`src/rtl/message_datapath.sv`:
```
// Message word register, bit-period tick counter and bit counter driving sout MSB-first.
// Outputs are combinational from state. Commands take effect on the next clk edge, with no backpressure.
module message_datapath #(
    parameter int MSG_W     = 8,
    parameter int BIT_TICKS = 4,
    parameter int TICK_W    = 2,
    parameter int BIT_W     = 3
) (
    input  logic             clk,
    input  logic             rst,
    input  logic             ld,
    input  logic             cnt1,
    input  logic             shift,
    input  logic [MSG_W-1:0] msg_in,
    output logic             co1,
    output logic             co2,
    output logic             sout,
    output logic             busy
);

    localparam logic [TICK_W-1:0] TICK_LAST = TICK_W'(BIT_TICKS - 1);
    localparam logic [BIT_W-1:0]  BIT_LAST  = BIT_W'(MSG_W - 1);

    logic [MSG_W-1:0]  msg_q,  msg_d;
    logic [TICK_W-1:0] tick_q, tick_d;
    logic [BIT_W-1:0]  bit_q,  bit_d;
    logic              busy_q, busy_d;

    always_comb begin
        msg_d  = msg_q;
        tick_d = tick_q;
        bit_d  = bit_q;
        busy_d = busy_q;
        if (ld) begin
            // A load always restarts the message, even mid-transfer.
            msg_d  = msg_in;
            tick_d = '0;
            bit_d  = '0;
            busy_d = 1'b1;
        end else if (busy_q) begin
            if (cnt1) begin
                if (tick_q == TICK_LAST) begin
                    tick_d = '0;
                end else begin
                    tick_d = tick_q + 1'b1;
                end
            end
            if (shift) begin
                msg_d = {msg_q[MSG_W-2:0], 1'b0};
                if (bit_q == BIT_LAST) begin
                    bit_d  = '0;
                    busy_d = 1'b0;
                end else begin
                    bit_d = bit_q + 1'b1;
                end
            end
        end
    end

    always_ff @(posedge clk or negedge rst) begin
        if (!rst) begin
            msg_q  <= '0;
            tick_q <= '0;
            bit_q  <= '0;
            busy_q <= 1'b0;
        end else begin
            msg_q  <= msg_d;
            tick_q <= tick_d;
            bit_q  <= bit_d;
            busy_q <= busy_d;
        end
    end

    assign sout = msg_q[MSG_W-1];
    assign co1  = (tick_q == TICK_LAST);
    assign co2  = (bit_q == BIT_LAST);
    assign busy = busy_q;

endmodule

```
`config.mk`:
```
export PLATFORM = sky130hd
export DESIGN_NAME = message_datapath
export DESIGN_NICKNAME = d
export VERILOG_FILES = /design/src/rtl/message_datapath.sv
export SDC_FILE = /design/constraint.sdc
export NUM_CORES = 1
export LEC_CHECK = 0
export ABC_AREA = 1
export CAP_MARGIN = 20
export CORE_UTILIZATION = 47
export CTS_CLUSTER_SIZE = 25
export DETAILED_ROUTE_END_ITERATION = 6
export PLACE_DENSITY = 0.72
export REMOVE_ABC_BUFFERS = 1
export SLEW_MARGIN = 5
export SYNTH_ARGS = -nofsm -noshare
export SYNTH_HDL_FRONTEND = slang
export SYNTH_SLANG_ARGS = --single-unit
export TNS_END_PERCENT = 1
```
`constraint.sdc`:
```
create_clock -name clk -period 1.17 [get_ports clk]
set_input_delay 0.1755 -clock clk [delete_from_list [all_inputs] [get_ports clk]]
set_output_delay 0.1755 -clock clk [all_outputs]
set_load 0.02 [all_outputs]
```
==> run summary, run 1 <==
Outcome: finished with violations
Max cap viols: 0
Initial Util: 52.5%
Antenna-violating nets left: 0
Final WL: 1.43 mm
Multi-input logic area: 334 um^2
Fillers: 110
TritonCTS Sinks: 14
Design area: 992 um^2
Static Leakage: 0.549 nW
Clock Tree Buf Depth: 2
HP Class: in2async
Global-route wire length before repair: 2.12 mm
Clk_lat worst skew: 0.28 ns
Syn_area_per_cell: 7.71 um^2
Core Box Area: 1350 um^2
Die Width: 40.9 um
Remaining DRCs: 0
Min Tclk post-route: 1.32 ns
RSZ-0062 raised after global routing: yes
Fin crit share: 113%
Final hold slack: 0.198 ns
Via-to-Cell Ratio: 4.84
Final GP Congestion: 0.660
Largest net degree at the start of global routing: 15
Die height: 40.9 um
H-tree depth reported by CTS: 1
Clock Skews: 0.000926 ns
CP required: 0.99 ns
Buffers on Ports: 16
Slew @ Worst Pin: 0.280 ns
Grt ovf: 0
Detailed placer's ending HPWL: 1.06 mm
CP Class: reg2out
Ys Warns: 0
Drt first pass iters: 4
Vias in the first global route: 527
Register area: 350 um^2
Slew Limit Fails: 0
Highest clock rate: 757 MHz
Die Area: 1670 um^2
FF-to-FF setup slack: 0.04 ns
Final Setup Violations: 2
Relative slew slack: 81.3%
Root Driver: clkbuf_4
Most frequent cells in the layout: 46 x nand2_1, 17 x nand3_1, 14 x dfrtp_1
Number of synthesized register bits: 14
Synth Cell Area: 709 um^2
CTS tree: done
Num CTS Buffers: 3
Worst r2r dst: bit_q[1]
Share of cells above drive strength 1: 19.2%
DR WL/cell: 10.6 um
Antenna violations before repair: 0
Sequential area share after synthesis: 49.4%
Placed Area: 940 um^2
Vias: 653
Pwr Density: 1130 nW/um^2
N_diodes: 0
Final setup margin: -0.151 ns
Failing checks: negative setup slack
CP endpoint kind: output port
Max Fanout on Critical Path: 2
Nets: 137
Arr. time, crit path: 1.15 ns
Post-Synthesis Cells: 92
Row count: 13
Boundary pin count: 17
Worst VDD drop: 1.01 mV
Most common cell after layout, fill and taps aside: nand2_1
Post-synthesis cell type count: 11
Reg2Reg Depth: 6
Hold Fails Final Rpt: 0
FF-to-FF Start: bit_q[1]
CP startpoint kind: flop
CTS clk-pin slew, worst paths: 0.09 ns
Initial DRC Count: 5
Total track usage: 20.0%
Area Overhead vs Synth: 39.9%
-- worst max path at each step --
stage / startpoint / endpoint / slack [ns] / depth (start not counted)
floorplan: busy / msg_q[1] / -0.007 / 4
global placement: bit_q[0] / co2 / -0.28 / 3
detailed placement: bit_q[0] / co2 / -0.30 / 3
CTS: bit_q[0] / co2 / -0.21 / 3
global route: bit_q[1] / co2 / -0.18 / 3
finish: bit_q[1] / co2 / -0.15 / 3
-- through the flow --
| step | util [%] | std cells | power (mW) | setup TNS, ns | setup WS (ns) |
|---|---|---|---|---|---|
| 3_3_place_gp | 69.6 | 130 | 0.768 | -0.755 | -0.275 |
| 6_report | 73.5 | 135 | 1.12 | -0.198 | -0.151 |
| 5_1_grt | 73.5 | 135 | 1.18 | -0.304 | -0.176 |
| 3_5_place_dp | 69.6 | 130 | 0.775 | -0.861 | -0.297 |
| 4_1_cts | 71.5 | 134 | 1.13 | -0.273 | -0.211 |
| 2_1_floorplan | - | 88 | 0.657 | -0.0467 | -0.00667 |
-- final cells by class --
cell class | count | share of cell area [%]
clock buffers | 4 | 3.66
inverters | 3 | 1.13
multi-input cells | 71 | 33.7
flip-flops and latches | 14 | 35.3
well taps | 15 | 1.89
repair buffers | 28 | 24.3
-- registers in the layout (all words and copies together) (netlist names) --
| name | count |
|---|---|
| bit_q | 3 |
| busy | 1 |
| msg_q | 8 |
| tick_q | 2 |
-- power breakdown --
| part | internal, mW | switching (mW) |
|---|---|---|
| combinational | 0.110 | 0.105 |
| clock | 0.189 | 0.165 |
| sequential | 0.529 | 0.0245 |
| total | 0.829 | 0.294 |
-- logic make-up after synthesis --
logic type / count (synthesis) / synth area share (%)
buf+inv: 7 / 5.99
fa+ha+maj: 3 / 5.29
simple gates: 67 / 38.4
compound gates: 1 / 0.882
flops: 14 / 49.4
-- per-layer routing --
layer  global-route usage [%]  wire length, um  vias up  part of all wire, %
met4                     10.0               17        0                  1.2
met2                     32.4              728        9                   51
met3                     4.89               33        2                  2.3
li1                         -                -      349                    -
met5                        0                0        -                    0
met1                     24.6              649      293                   45
-- critical path: stages (launching register included) --
cell	delay, ns
dfrtp_1	0.39
ha_2	0.20
ha_4	0.16
buf_6	0.12
-- Yosys cell counts --
library cell	count	area, um^2
dfrtp_1	14	350
buf_4	2	15.0
buf_2	1	5.00
nor2_1	4	15.0
a31oi_1	1	6.26
buf_6	1	11.3
nand2_1	46	173
inv_2	1	3.75
ha_1	3	37.5
inv_1	2	7.51
nand3_1	17	85.1
-- timing repair --
action / in CTS / in global routing
endpoints found under the setup margin: 5 / 5
resized for setup: 11 / 8
hold buffers: 0 / 0
pin swaps: 0 / 2
buffers inserted: 0 / 1
Note: power is estimated with default switching activity, not from simulation.
==> run 2, diff against run 1 <==
--- a/config.mk
+++ b/config.mk
@@ -7,10 +7,10 @@
 export LEC_CHECK = 0
 export ABC_AREA = 1
 export CAP_MARGIN = 20
-export CORE_UTILIZATION = 47
+export CORE_UTILIZATION = 50
 export CTS_CLUSTER_SIZE = 25
 export DETAILED_ROUTE_END_ITERATION = 6
-export PLACE_DENSITY = 0.72
+export PLACE_DENSITY = 0.76
 export REMOVE_ABC_BUFFERS = 1
 export SLEW_MARGIN = 5
 export SYNTH_ARGS = -nofsm -noshare
==> constraint.sdc (replaced) <==
create_clock -name clk -period 1.6 [get_ports clk]
set_input_delay 0.24 -clock clk [delete_from_list [all_inputs] [get_ports clk]]
set_output_delay 0.24 -clock clk [all_outputs]
set_load 0.02 [all_outputs]
==> run 2 against run 1 <==
  * Count of clock-buffer cells in the layout is the same
  * Sequential power shrank 27%
  * Register-to-register slack gained 0.44 ns
  * Utilization shrank 2.9 points
  * Final cell count shrank 5.9%
  * Power shrank 27%
  * Final area shrank 6.3%
  * Flip-flop and latch count is the same
  * Largest cell class unchanged
  * The flow now finishes without violations
==> run summary, run 2 (synthesis results as in run 1) <==
Outcome: completed (was finished with violations)
Boundary pin count: 17 (unchanged)
Sw frac: 27.0% (was 26.2%)
Die Width: 39.7 um (was 40.9 um)
Root Driver: clkbuf_4 (unchanged)
M2 GR Usage: 32.0% (was 32.4%)
Remaining DRCs: 0 (unchanged)
GR met3 Demand/Resource: 5.11% (was 4.89%)
Clock power share: 32.9% (was 31.5%)
Highest clock rate: 651 MHz
Clock Tree Buf Depth: 2 (unchanged)
Critical-path cell list: clkdlybuf4s50_1 (was ha_2 > ha_4 > buf_6)
CP required: 1.36 ns (was 0.99 ns)
Global-route wire length before repair: 2.08 mm (was 2.12 mm)
CTS clk-pin slew, worst paths: 0.09 ns (about the same)
Final std cells w/o fill: 127 (was 135)
Max stage delay on crit path: 0.61 ns (was 0.39 ns)
Worst path buffer plus inverter count: 1 (unchanged)
Net Sw Power: 0.221 mW (was 0.294 mW)
Final hold slack: 0.240 ns (was 0.198 ns)
Nets: 129 (was 137)
Fillers: 115 (was 110)
Final WL: 1.39 mm (was 1.43 mm)
CTS tree: done (unchanged)
Post-CTS Setup Inserts: 0 (unchanged)
Inst Count DP: 123 (was 130)
Core Box Area: 1320 um^2 (was 1350 um^2)
Top delay family on crit path: buffers and inverters (was flip-flops)
Total track usage: 21.2% (was 20.0%)
Clock Skews: 0.00459 ns (was 0.000926 ns)
Most frequent cells in the layout: 46 x nand2_1, 17 x nand3_1, 14 x dfrtp_1, 14 x clkdlybuf4s50_1, 4 x nor2_1 (was 46 x nand2_1, 17 x nand3_1, 14 x dfrtp_1)
GR peak layer: met2 (unchanged)
Final GP Congestion: 0.639 (was 0.660)
Slew Limit Fails: 0 (unchanged)
Met1 Use GR: 25.9% (was 24.6%)
Buffers on Ports: 16 (unchanged)
Max Fanout on Critical Path: 4 (was 2)
Grt ovf: 0 (unchanged)
Design area: 930 um^2 (was 992 um^2)
CP max stage cell: clkdlybuf4s50_1 (was dfrtp_1)
Most common cell after layout, fill and taps aside: nand2_1 (unchanged)
Via-to-Cell Ratio: 4.98 (was 4.84)
Largest net degree at the start of global routing: 17 (was 15)
Drt first pass iters: 3 (was 4)
Reg with most FFs: msg_q (unchanged)
Multi-input logic area: 317 um^2 (was 334 um^2)
Min Tclk post-route: 1.54 ns
Clk_lat worst skew: 0.29 ns (was 0.28 ns)
Max cap viols: 0 (unchanged)
Largest regs: msg_q: 8 flops, bit_q: 3 flops, tick_q: 2 flops (unchanged)
Number of flip-flops in the largest register: 8 (unchanged)
Register area: 350 um^2 (unchanged)
Final Setup Violations: 0 (was 2)
DR WL/cell: 10.9 um (was 10.6 um)
Pint: 0.596 mW (was 0.829 mW)
Die Area: 1570 um^2 (was 1670 um^2)
Share of cells above drive strength 1: 8.93% (was 19.2%)
CP startpoint kind: flop (unchanged)
Combinational group share of total power: 17.4% (was 19.2%)
Reg power frac: 49.7% (was 49.3%)
RSZ-0062 raised after global routing: no (was yes)
Detailed placer's ending HPWL: 953 um (was 1.06 mm)
Hold Fails Final Rpt: 0 (unchanged)
Num CTS Buffers: 3 (unchanged)
Relative slew slack: 81.9% (was 81.3%)
Pwr Density: 879 nW/um^2 (was 1130 nW/um^2)
N_diodes: 0 (unchanged)
Initial DRC Count: 8 (was 5)
Worst VDD drop: 0.598 mV (was 1.01 mV)
H-tree depth reported by CTS: 1 (unchanged)
HP Class: in2async (unchanged)
Setup TNS Final: 0 ns (was -0.198 ns)
Arr. time, crit path: 1.30 ns (was 1.15 ns)
Vias in the first global route: 525 (was 527)
Antenna-violating nets left: 0 (unchanged)
Fin crit share: 96.0%
Area Overhead vs Synth: 31.0% (was 39.9%)
Tot Pwr: 0.817 mW (was 1.12 mW)
CP Class: reg2out (unchanged)
Slew @ Worst Pin: 0.271 ns (was 0.280 ns)
Row count: 13 (unchanged)
Placed Area: 900 um^2 (was 940 um^2)
Die height: 39.7 um (was 40.9 um)
CP endpoint kind: output port (unchanged)
Initial Util: 53.8% (was 52.5%)
Static Leakage: 0.521 nW (was 0.549 nW)
Vias: 632 (was 653)
TritonCTS Sinks: 14 (unchanged)
Antenna violations before repair: 0 (unchanged)
-- run 2: timing repair --
item / 4_1_cts / 5_1_grt
endpoints found under the setup margin: 2 / 0
hold buffers: 0 / 0
resized for setup: 5 / 0
-- run 2: layout make-up --
cell class              count  share of cell area, %
multi-input cells          71                   34.1
flip-flops and latches     14                   37.7
repair buffers             20                   21.1
well taps                  15                   2.02
clock buffers               4                   3.90
inverters                   3                   1.21
-- run 2: worst paths after layout --
check	startpoint	end	slack (ns)	cells past startpoint
worst min register to register	msg_q[1]	msg_q[1]	0.52	2
max in group asynchronous	rst	msg_q[3]	1.19	2
worst max-delay path	busy	busy	0.06	1
worst max register to register	bit_q[0]	bit_q[1]	0.48	5
min in group clk	msg_in[0]	msg_q[0]	0.47	3
worst min-delay path	rst	tick_q[0]	0.24	2
-- run 2: per-stage QoR --
stage	worst slack, ns	util (%)
4_1_cts	0.0520	70.6
5_1_grt	0.00371	70.6
6_report	0.0639	70.6
3_5_place_dp	0.0322	68.3
2_1_floorplan	0.423	-
3_3_place_gp	0.0556	68.3
-- run 2: metal layers --
metal  part of all wire [%]  wire length (um)
met5                      0                 0
met4                    3.1                43
met3                    2.9                40
met2                     47               652
met1                     47               651
-- run 2: power groups by stage --
stage	sequential, mW	combinational (mW)	clock (mW)
after floorplan	0.413	0.0673	0
after global routing	0.409	0.162	0.283
after global placement	0.411	0.142	0
final	0.406	0.142	0.269
after detailed placement	0.413	0.144	0
after CTS	0.406	0.144	0.273
